<file path="config.mk">
export PLATFORM = sky130hd
export DESIGN_NAME = gamma_lut_stage
export DESIGN_NICKNAME = d
export VERILOG_FILES = /design/src/rtl/gamma_pkg.sv /design/src/rtl/video_delay_line.sv /design/src/rtl/gamma_lut_stage.sv
export SDC_FILE = /design/constraint.sdc
export NUM_CORES = 1
export LEC_CHECK = 0
export ABC_AREA = 1
export CAP_MARGIN = 30
export CELL_PAD_IN_SITES_DETAIL_PLACEMENT = 1
export CELL_PAD_IN_SITES_GLOBAL_PLACEMENT = 2
export CORE_MARGIN = 4
export CORE_UTILIZATION = 22
export CTS_CLUSTER_DIAMETER = 50
export DETAILED_ROUTE_END_ITERATION = 8
export PLACE_DENSITY_LB_ADDON = 0.08
export SLEW_MARGIN = 20
export SYNTH_ARGS = -nofsm -noshare
export SYNTH_HDL_FRONTEND = slang
export SYNTH_SLANG_ARGS = --single-unit
</file>
<file path="constraint.sdc">
create_clock -name clk -period 2.5 [get_ports clk]
set_input_delay 0.5 -clock clk [delete_from_list [all_inputs] [get_ports clk]]
set_output_delay 0.5 -clock clk [all_outputs]
set_load 0.005 [all_outputs]
</file>
<file path="src/rtl/gamma_pkg.sv">
// ---------------------------------------------------------------------------
// gamma_pkg
//   Shared types and limits for the gamma LUT video stage.
//   - gamma_state_t : frame-lock FSM states (SYNC_WAIT, RUN)
//   - DATA_W_DEF    : default per-channel pixel / ROM address width
//   - ROM_LAT_MIN/MAX : supported gamma ROM read latencies
//   - DE_COUNT_W    : width of the optional active-pixel counter
//                     (present only when GAMMA_DE_COUNT_EN is defined)
// ---------------------------------------------------------------------------
package gamma_pkg;

  typedef enum logic {
    SYNC_WAIT = 1'b0,
    RUN       = 1'b1
  } gamma_state_t;

  localparam int DATA_W_DEF  = 8;
  localparam int ROM_LAT_MIN = 1;
  localparam int ROM_LAT_MAX = 2;
  localparam int DE_COUNT_W  = 24;

endpackage

</file>
<file path="src/rtl/video_delay_line.sv">
// ---------------------------------------------------------------------------
// video_delay_line
//   Fixed-depth shift register used to line up syncs and raw pixels with the
//   gamma ROM read data. Every stage clears to 0 on synchronous reset.
//   Parameters : WIDTH (bits per stage), DEPTH (stages, >= 1)
//   Ports      : clk, rst (sync, active-high), d (input word), q (d delayed
//                by DEPTH cycles)
// ---------------------------------------------------------------------------
module video_delay_line #(
  parameter int WIDTH = 1,
  parameter int DEPTH = 1
) (
  input  logic             clk,
  input  logic             rst,
  input  logic [WIDTH-1:0] d,
  output logic [WIDTH-1:0] q
);

  logic [WIDTH-1:0] pipe [DEPTH];

  always_ff @(posedge clk) begin
    if (rst) begin
      for (int i = 0; i < DEPTH; i++) begin
        pipe[i] <= '0;
      end
    end else begin
      pipe[0] <= d;
      for (int i = 1; i < DEPTH; i++) begin
        pipe[i] <= pipe[i-1];
      end
    end
  end

  assign q = pipe[DEPTH-1];

endmodule

</file>
<file path="src/rtl/gamma_lut_stage.sv">
// ---------------------------------------------------------------------------
// gamma_lut_stage
//   Per-channel gamma correction through three external gamma ROMs. Pixel
//   values address the ROMs directly; syncs and raw pixels are delayed by the
//   ROM read latency so they line up with the ROM data, then one output
//   register stage selects corrected or raw pixels.
//
//   Output is held blank after reset until the first vs rising edge so the
//   first frame we emit is a complete one. The bypass request is only taken
//   at a vs rising edge so a frame is never half corrected.
//
//   Parameters : DATA_W  - pixel / ROM address / ROM data width
//                ROM_LAT - gamma ROM read latency, 1 or 2 cycles
//   Ports      : clk, rst (sync, active-high)
//                i_vs/i_hs/i_de, i_r/i_g/i_b   upstream video
//                bypass                        bypass request
//                rom_addr_r/g/b                ROM addresses (combinational)
//                rom_data_r/g/b                ROM read data
//                o_vs/o_hs/o_de, o_r/o_g/o_b   corrected video, latency
//                                              ROM_LAT+1
//                bypass_act                    bypass state in effect
//                de_count                      active pixels of the last
//                                              complete frame (only with
//                                              GAMMA_DE_COUNT_EN defined)
//   Build option: `define GAMMA_DE_COUNT_EN adds the de_count port/counter.
// ---------------------------------------------------------------------------
module gamma_lut_stage
  import gamma_pkg::*;
#(
  parameter int DATA_W  = DATA_W_DEF,
  parameter int ROM_LAT = 1
) (
  input  logic              clk,
  input  logic              rst,
  input  logic              i_vs,
  input  logic              i_hs,
  input  logic              i_de,
  input  logic [DATA_W-1:0] i_r,
  input  logic [DATA_W-1:0] i_g,
  input  logic [DATA_W-1:0] i_b,
  input  logic              bypass,
  output logic [DATA_W-1:0] rom_addr_r,
  output logic [DATA_W-1:0] rom_addr_g,
  output logic [DATA_W-1:0] rom_addr_b,
  input  logic [DATA_W-1:0] rom_data_r,
  input  logic [DATA_W-1:0] rom_data_g,
  input  logic [DATA_W-1:0] rom_data_b,
  output logic              o_vs,
  output logic              o_hs,
  output logic              o_de,
  output logic [DATA_W-1:0] o_r,
  output logic [DATA_W-1:0] o_g,
  output logic [DATA_W-1:0] o_b,
  output logic              bypass_act
`ifdef GAMMA_DE_COUNT_EN
  ,
  output logic [DE_COUNT_W-1:0] de_count
`endif
);

  // Out-of-range latencies are clamped to the nearest supported value so the
  // alignment depth can never be zero or exceed what the ROMs provide.
  localparam int LAT = (ROM_LAT < ROM_LAT_MIN) ? ROM_LAT_MIN :
                       (ROM_LAT > ROM_LAT_MAX) ? ROM_LAT_MAX : ROM_LAT;
  localparam int BUS_W = 3 + 3 * DATA_W;

  // Output pixel select: blank when not enabled, otherwise raw or ROM value.
  function automatic logic [DATA_W-1:0] pix_sel(
    input logic [DATA_W-1:0] raw,
    input logic [DATA_W-1:0] lut,
    input logic              byp,
    input logic              en
  );
    if (!en) begin
      return '0;
    end
    return byp ? raw : lut;
  endfunction

  // ---- stage p0: input side, ROM addressing ----
  assign rom_addr_r = i_r;
  assign rom_addr_g = i_g;
  assign rom_addr_b = i_b;

  logic [BUS_W-1:0] bus_p0;
  logic [BUS_W-1:0] bus_p1;

  assign bus_p0 = {i_vs, i_hs, i_de, i_r, i_g, i_b};

  video_delay_line #(
    .WIDTH(BUS_W),
    .DEPTH(LAT)
  ) u_align (
    .clk(clk),
    .rst(rst),
    .d  (bus_p0),
    .q  (bus_p1)
  );

  // ---- stage p1: aligned with ROM read data ----
  logic              vs_p1;
  logic              hs_p1;
  logic              de_p1;
  logic [DATA_W-1:0] raw_r_p1;
  logic [DATA_W-1:0] raw_g_p1;
  logic [DATA_W-1:0] raw_b_p1;

  assign {vs_p1, hs_p1, de_p1, raw_r_p1, raw_g_p1, raw_b_p1} = bus_p1;

  // Previous aligned vs, for rising-edge detection on the aligned timeline.
  logic vs_prev_p1;
  logic vs_rise_p1;

  always_ff @(posedge clk) begin
    if (rst) begin
      vs_prev_p1 <= 1'b0;
    end else begin
      vs_prev_p1 <= vs_p1;
    end
  end

  assign vs_rise_p1 = vs_p1 & ~vs_prev_p1;

  // Frame-lock FSM: state register
  gamma_state_t state_q;
  gamma_state_t state_nxt;

  always_ff @(posedge clk) begin
    if (rst) begin
      state_q <= SYNC_WAIT;
    end else begin
      state_q <= state_nxt;
    end
  end

  // Frame-lock FSM: next state. RUN is left only through reset.
  always_comb begin
    state_nxt = state_q;
    unique case (state_q)
      SYNC_WAIT: if (vs_rise_p1) state_nxt = RUN;
      RUN:       state_nxt = RUN;
      default:   state_nxt = SYNC_WAIT;
    endcase
  end

  // Frame-lock FSM: outputs. The vs edge cycle already counts as running and
  // already uses the freshly sampled bypass, so a bypass change presented on
  // the edge takes effect on that edge.
  logic pix_en_p1;
  logic byp_nxt_p1;

  always_comb begin
    pix_en_p1  = 1'b0;
    byp_nxt_p1 = bypass_act;
    if (vs_rise_p1) begin
      byp_nxt_p1 = bypass;
    end
    if ((state_q == RUN) || vs_rise_p1) begin
      pix_en_p1 = de_p1;
    end
  end

  // ---- stage p2: registered outputs ----
  always_ff @(posedge clk) begin
    if (rst) begin
      o_vs       <= 1'b0;
      o_hs       <= 1'b0;
      o_de       <= 1'b0;
      o_r        <= '0;
      o_g        <= '0;
      o_b        <= '0;
      bypass_act <= 1'b0;
    end else begin
      o_vs       <= vs_p1;
      o_hs       <= hs_p1;
      o_de       <= pix_en_p1;
      o_r        <= pix_sel(raw_r_p1, rom_data_r, byp_nxt_p1, pix_en_p1);
      o_g        <= pix_sel(raw_g_p1, rom_data_g, byp_nxt_p1, pix_en_p1);
      o_b        <= pix_sel(raw_b_p1, rom_data_b, byp_nxt_p1, pix_en_p1);
      bypass_act <= byp_nxt_p1;
    end
  end

`ifdef GAMMA_DE_COUNT_EN
  // Active pixel counter: counts emitted de cycles, published and restarted
  // at each aligned vs rising edge. A de on the edge cycle itself belongs to
  // the new frame.
  logic [DE_COUNT_W-1:0] de_run;

  always_ff @(posedge clk) begin
    if (rst) begin
      de_run   <= '0;
      de_count <= '0;
    end else if (vs_rise_p1) begin
      de_count <= de_run;
      de_run   <= DE_COUNT_W'(pix_en_p1);
    end else if (pix_en_p1) begin
      de_run   <= de_run + DE_COUNT_W'(1);
    end
  end
`endif

endmodule

</file>
==> flow_metrics.tcl <==
set metrics [dict create \
    timing.rr.start "o_vs" \
    setup_slack_ns 0.4816 \
    hpwl_mm 4.157 \
    finalSetupTns_ns 0 \
    netlist_area_um2 2029 \
    drtAntennaViolNets 0 \
    cts.sink_count 56 \
    drt_wl_total_mm 5.946 \
    yosys.cell_types.count 12 \
    cp_top_family "buffers and inverters" \
    critPathRequiredTime_ns 2.00 \
    finalHoldViolCount 0 \
    cpMostUsedCell "clkdlybuf4s50_1" \
    n_fill_cell 1051 \
    worstPathMaxFanout 2 \
    fin_cells 426 \
    syn2layout_area_growth_pct 55.12 \
    dieArea_um2 10830 \
    worstReg2RegEnd "o_b[3]" \
    max-slew-margin-rel 0.6436 \
    yosys_warnings 0 \
    cts_resized 0 \
    status "completed" \
    pre_cts_slack_ns 0.4709 \
    die_w_um 104.0 \
    setup.worst_path.class "input pin to output pin" \
    endpoint_kind "output pin" \
    root_buffer "clkbuf_8" \
    cts_buffer_depth 2 \
    yosys.area.top_type "dfxtp_1" \
    clock_latency_ns 0.30 \
    leakagePower_nw 1.345 \
    final-seq-area_um2 1121 \
    worstHoldStart "u_align.pipe[0][25]" \
    cap_viol_max_count 0 \
    ir_drop_uv 306.7 \
    whs_path_depth 2 \
    post-route-period-util 0.8074 \
    finClkSkew_ns 0.005300 \
    ios 106 \
    vias 1764 \
    synthTopCellsByArea "dfxtp_1 55%, nand3_1 12%, buf_4 9.2%" \
    dpl-instance-area_um2 3022 \
    routed_via_density 4.141 \
    fp-row-count 34 \
    setup_viol_count_final 0 \
    drcViolationCount 0 \
    cts_hold_buf 0 \
    hold_class "register to register" \
    grt_usage 0.1120 \
    min_delay_worst_endpoint "o_hs" \
    final_area_um2 3148 \
    cp_slowest_stage_delay_ns 0.52 \
    port_buffers 105 \
    netlist_instances 237 \
    dr.pass1.iters 4 \
    core-area_um2 8848 \
    synth_seq_cells 56 \
    power_density_nw_per_um2 581.9 \
    r2r_slack_ns 1.18 \
    nets 371 \
    path_buf_inv 2 \
    drive_gt1_frac 0.05346 \
    worstPathArrival_ns 1.52 \
    diodes 0 \
    reg2reg_depth 5 \
    fin_total_pwr_mw 1.832 \
    clkSlewWorstSetupHoldPaths_ns 0.10 \
    drt-initial-drc-count 19 \
    dp_cells 418 \
    grt_overflow_total 0 \
    cts_tree "yes" \
    grt_max_degree 26 \
    cts_buffers 5 \
    period_needed_ns 2.018 \
    synth_area_per_cell_um2 8.563 \
    ys_seq_area_frac 0.5524 \
    routabilityCongestion 0.6428 \
    worst_pin_slew_ns 0.5328 \
    htreeDepth 2 \
    slowest_stage "clkdlybuf4s50_1" \
    fmax_mhz 495.4 \
    drv_slew 0 \
    path_cells "clkdlybuf4s50_1, clkdlybuf4s50_1" \
    antenna_found_initial 0 \
    grt_pass1_vias 1925 \
    multi_input_area_um2 536.8 \
    synth_top_area_frac 0.5524 \
    fp.dieH_um 104.0 \
    start_util 0.2294 \
    grt_pass1_wl_mm 9.832 \
    post_cts_buffers 0 \
    cp-start-kind "input pin" \
    grt_setup_unrepaired "false" \
    synth_nets 291 \
    drt-wirelength-per-cell_um 13.96 \
]
## how the worst max path moves through the flow
stage	end	cells past startpoint	slack (ns)	start
global route	rom_addr_b[6]	2	0.45	i_b[6]
CTS	rom_addr_b[6]	2	0.46	i_b[6]
finish	rom_addr_b[6]	2	0.48	i_b[6]
global placement	rom_addr_b[6]	2	0.48	i_b[6]
detailed placement	rom_addr_b[6]	2	0.47	i_b[6]
floorplan	o_b[1]	4	1.37	bypass
## metrics by stage
step	hold WS, ns	utilization
after floorplan	0.3883	-
after global placement	0.3964	0.3415
after detailed placement	0.4011	0.3415
after CTS	0.4174	0.3558
after global routing	0.4304	0.3558
final	0.4143	0.3558
## flip-flops by register name (all words and copies together) (netlist names)
register and count:
state_q 1, o_de 1, o_r 8, o_b 8, o_g 8, o_vs 1
o_hs 1, bypass_act 1, u_align.pipe 27
## worst register-to-register path, stage by stage, from the launching register on
cell	delay, ns
dfxtp_1	0.32
inv_1	0.09
nand2_2	0.11
nand2_2	0.43
nand3_1	0.16
a21oi_1	0.15
## cell usage after synthesis, drive strengths merged
master   n
a21oi   26
nand3b   1
inv     34
nand2    4
nor2    29
clkbuf   3
dfxtp   56
nand3   50
buf     34
## per-layer routing
metal / vias up / GRT usage / part of all wire
met3: 2 / 0.03290 / 0.067
met4: 0 / 0.02564 / 0.0061
met2: 58 / 0.1973 / 0.49
li1: 885 / - / -
met5: - / 0 / 0
met1: 819 / 0.1342 / 0.43
## where the power goes
group          internal, mW  total, mW  switching (mW)
clock network         0.354      0.645           0.291
logic                 0.153      0.253          0.0998
registers             0.925      0.934         0.00974
total                  1.43       1.83           0.400
## cells by family after synthesis
group / after synthesis / share of synthesized area
and+or+nand+nor: 84 / 0.2004
AOI/OAI and AO/OA: 26 / 0.06412
buffers and inverters: 71 / 0.1831
DFF: 56 / 0.5524
## area by class of cell
type	instances	area share
clock buffers	7	0.03060
flip-flops and latches	56	0.3561
well taps	108	0.04293
multi-input cells	110	0.1705
clock inverters	1	0.009539
inverters	34	0.04054
repair buffers	110	0.3498
## placed cells by master (no fill, tap or decap)
master           instances
nand3_1                 50
inv_1                   34
bufinv_16                1
buf_12                   1
nand2_4                  1
nand3b_4                 1
nand2_2                  2
dfxtp_1                 56
nor2_1                  29
buf_4                    4
clkdlybuf4s50_1        105
clkbuf_8                 7
nand2_1                  1
a21oi_1                 26
Power figures use the tool's default switching activity.
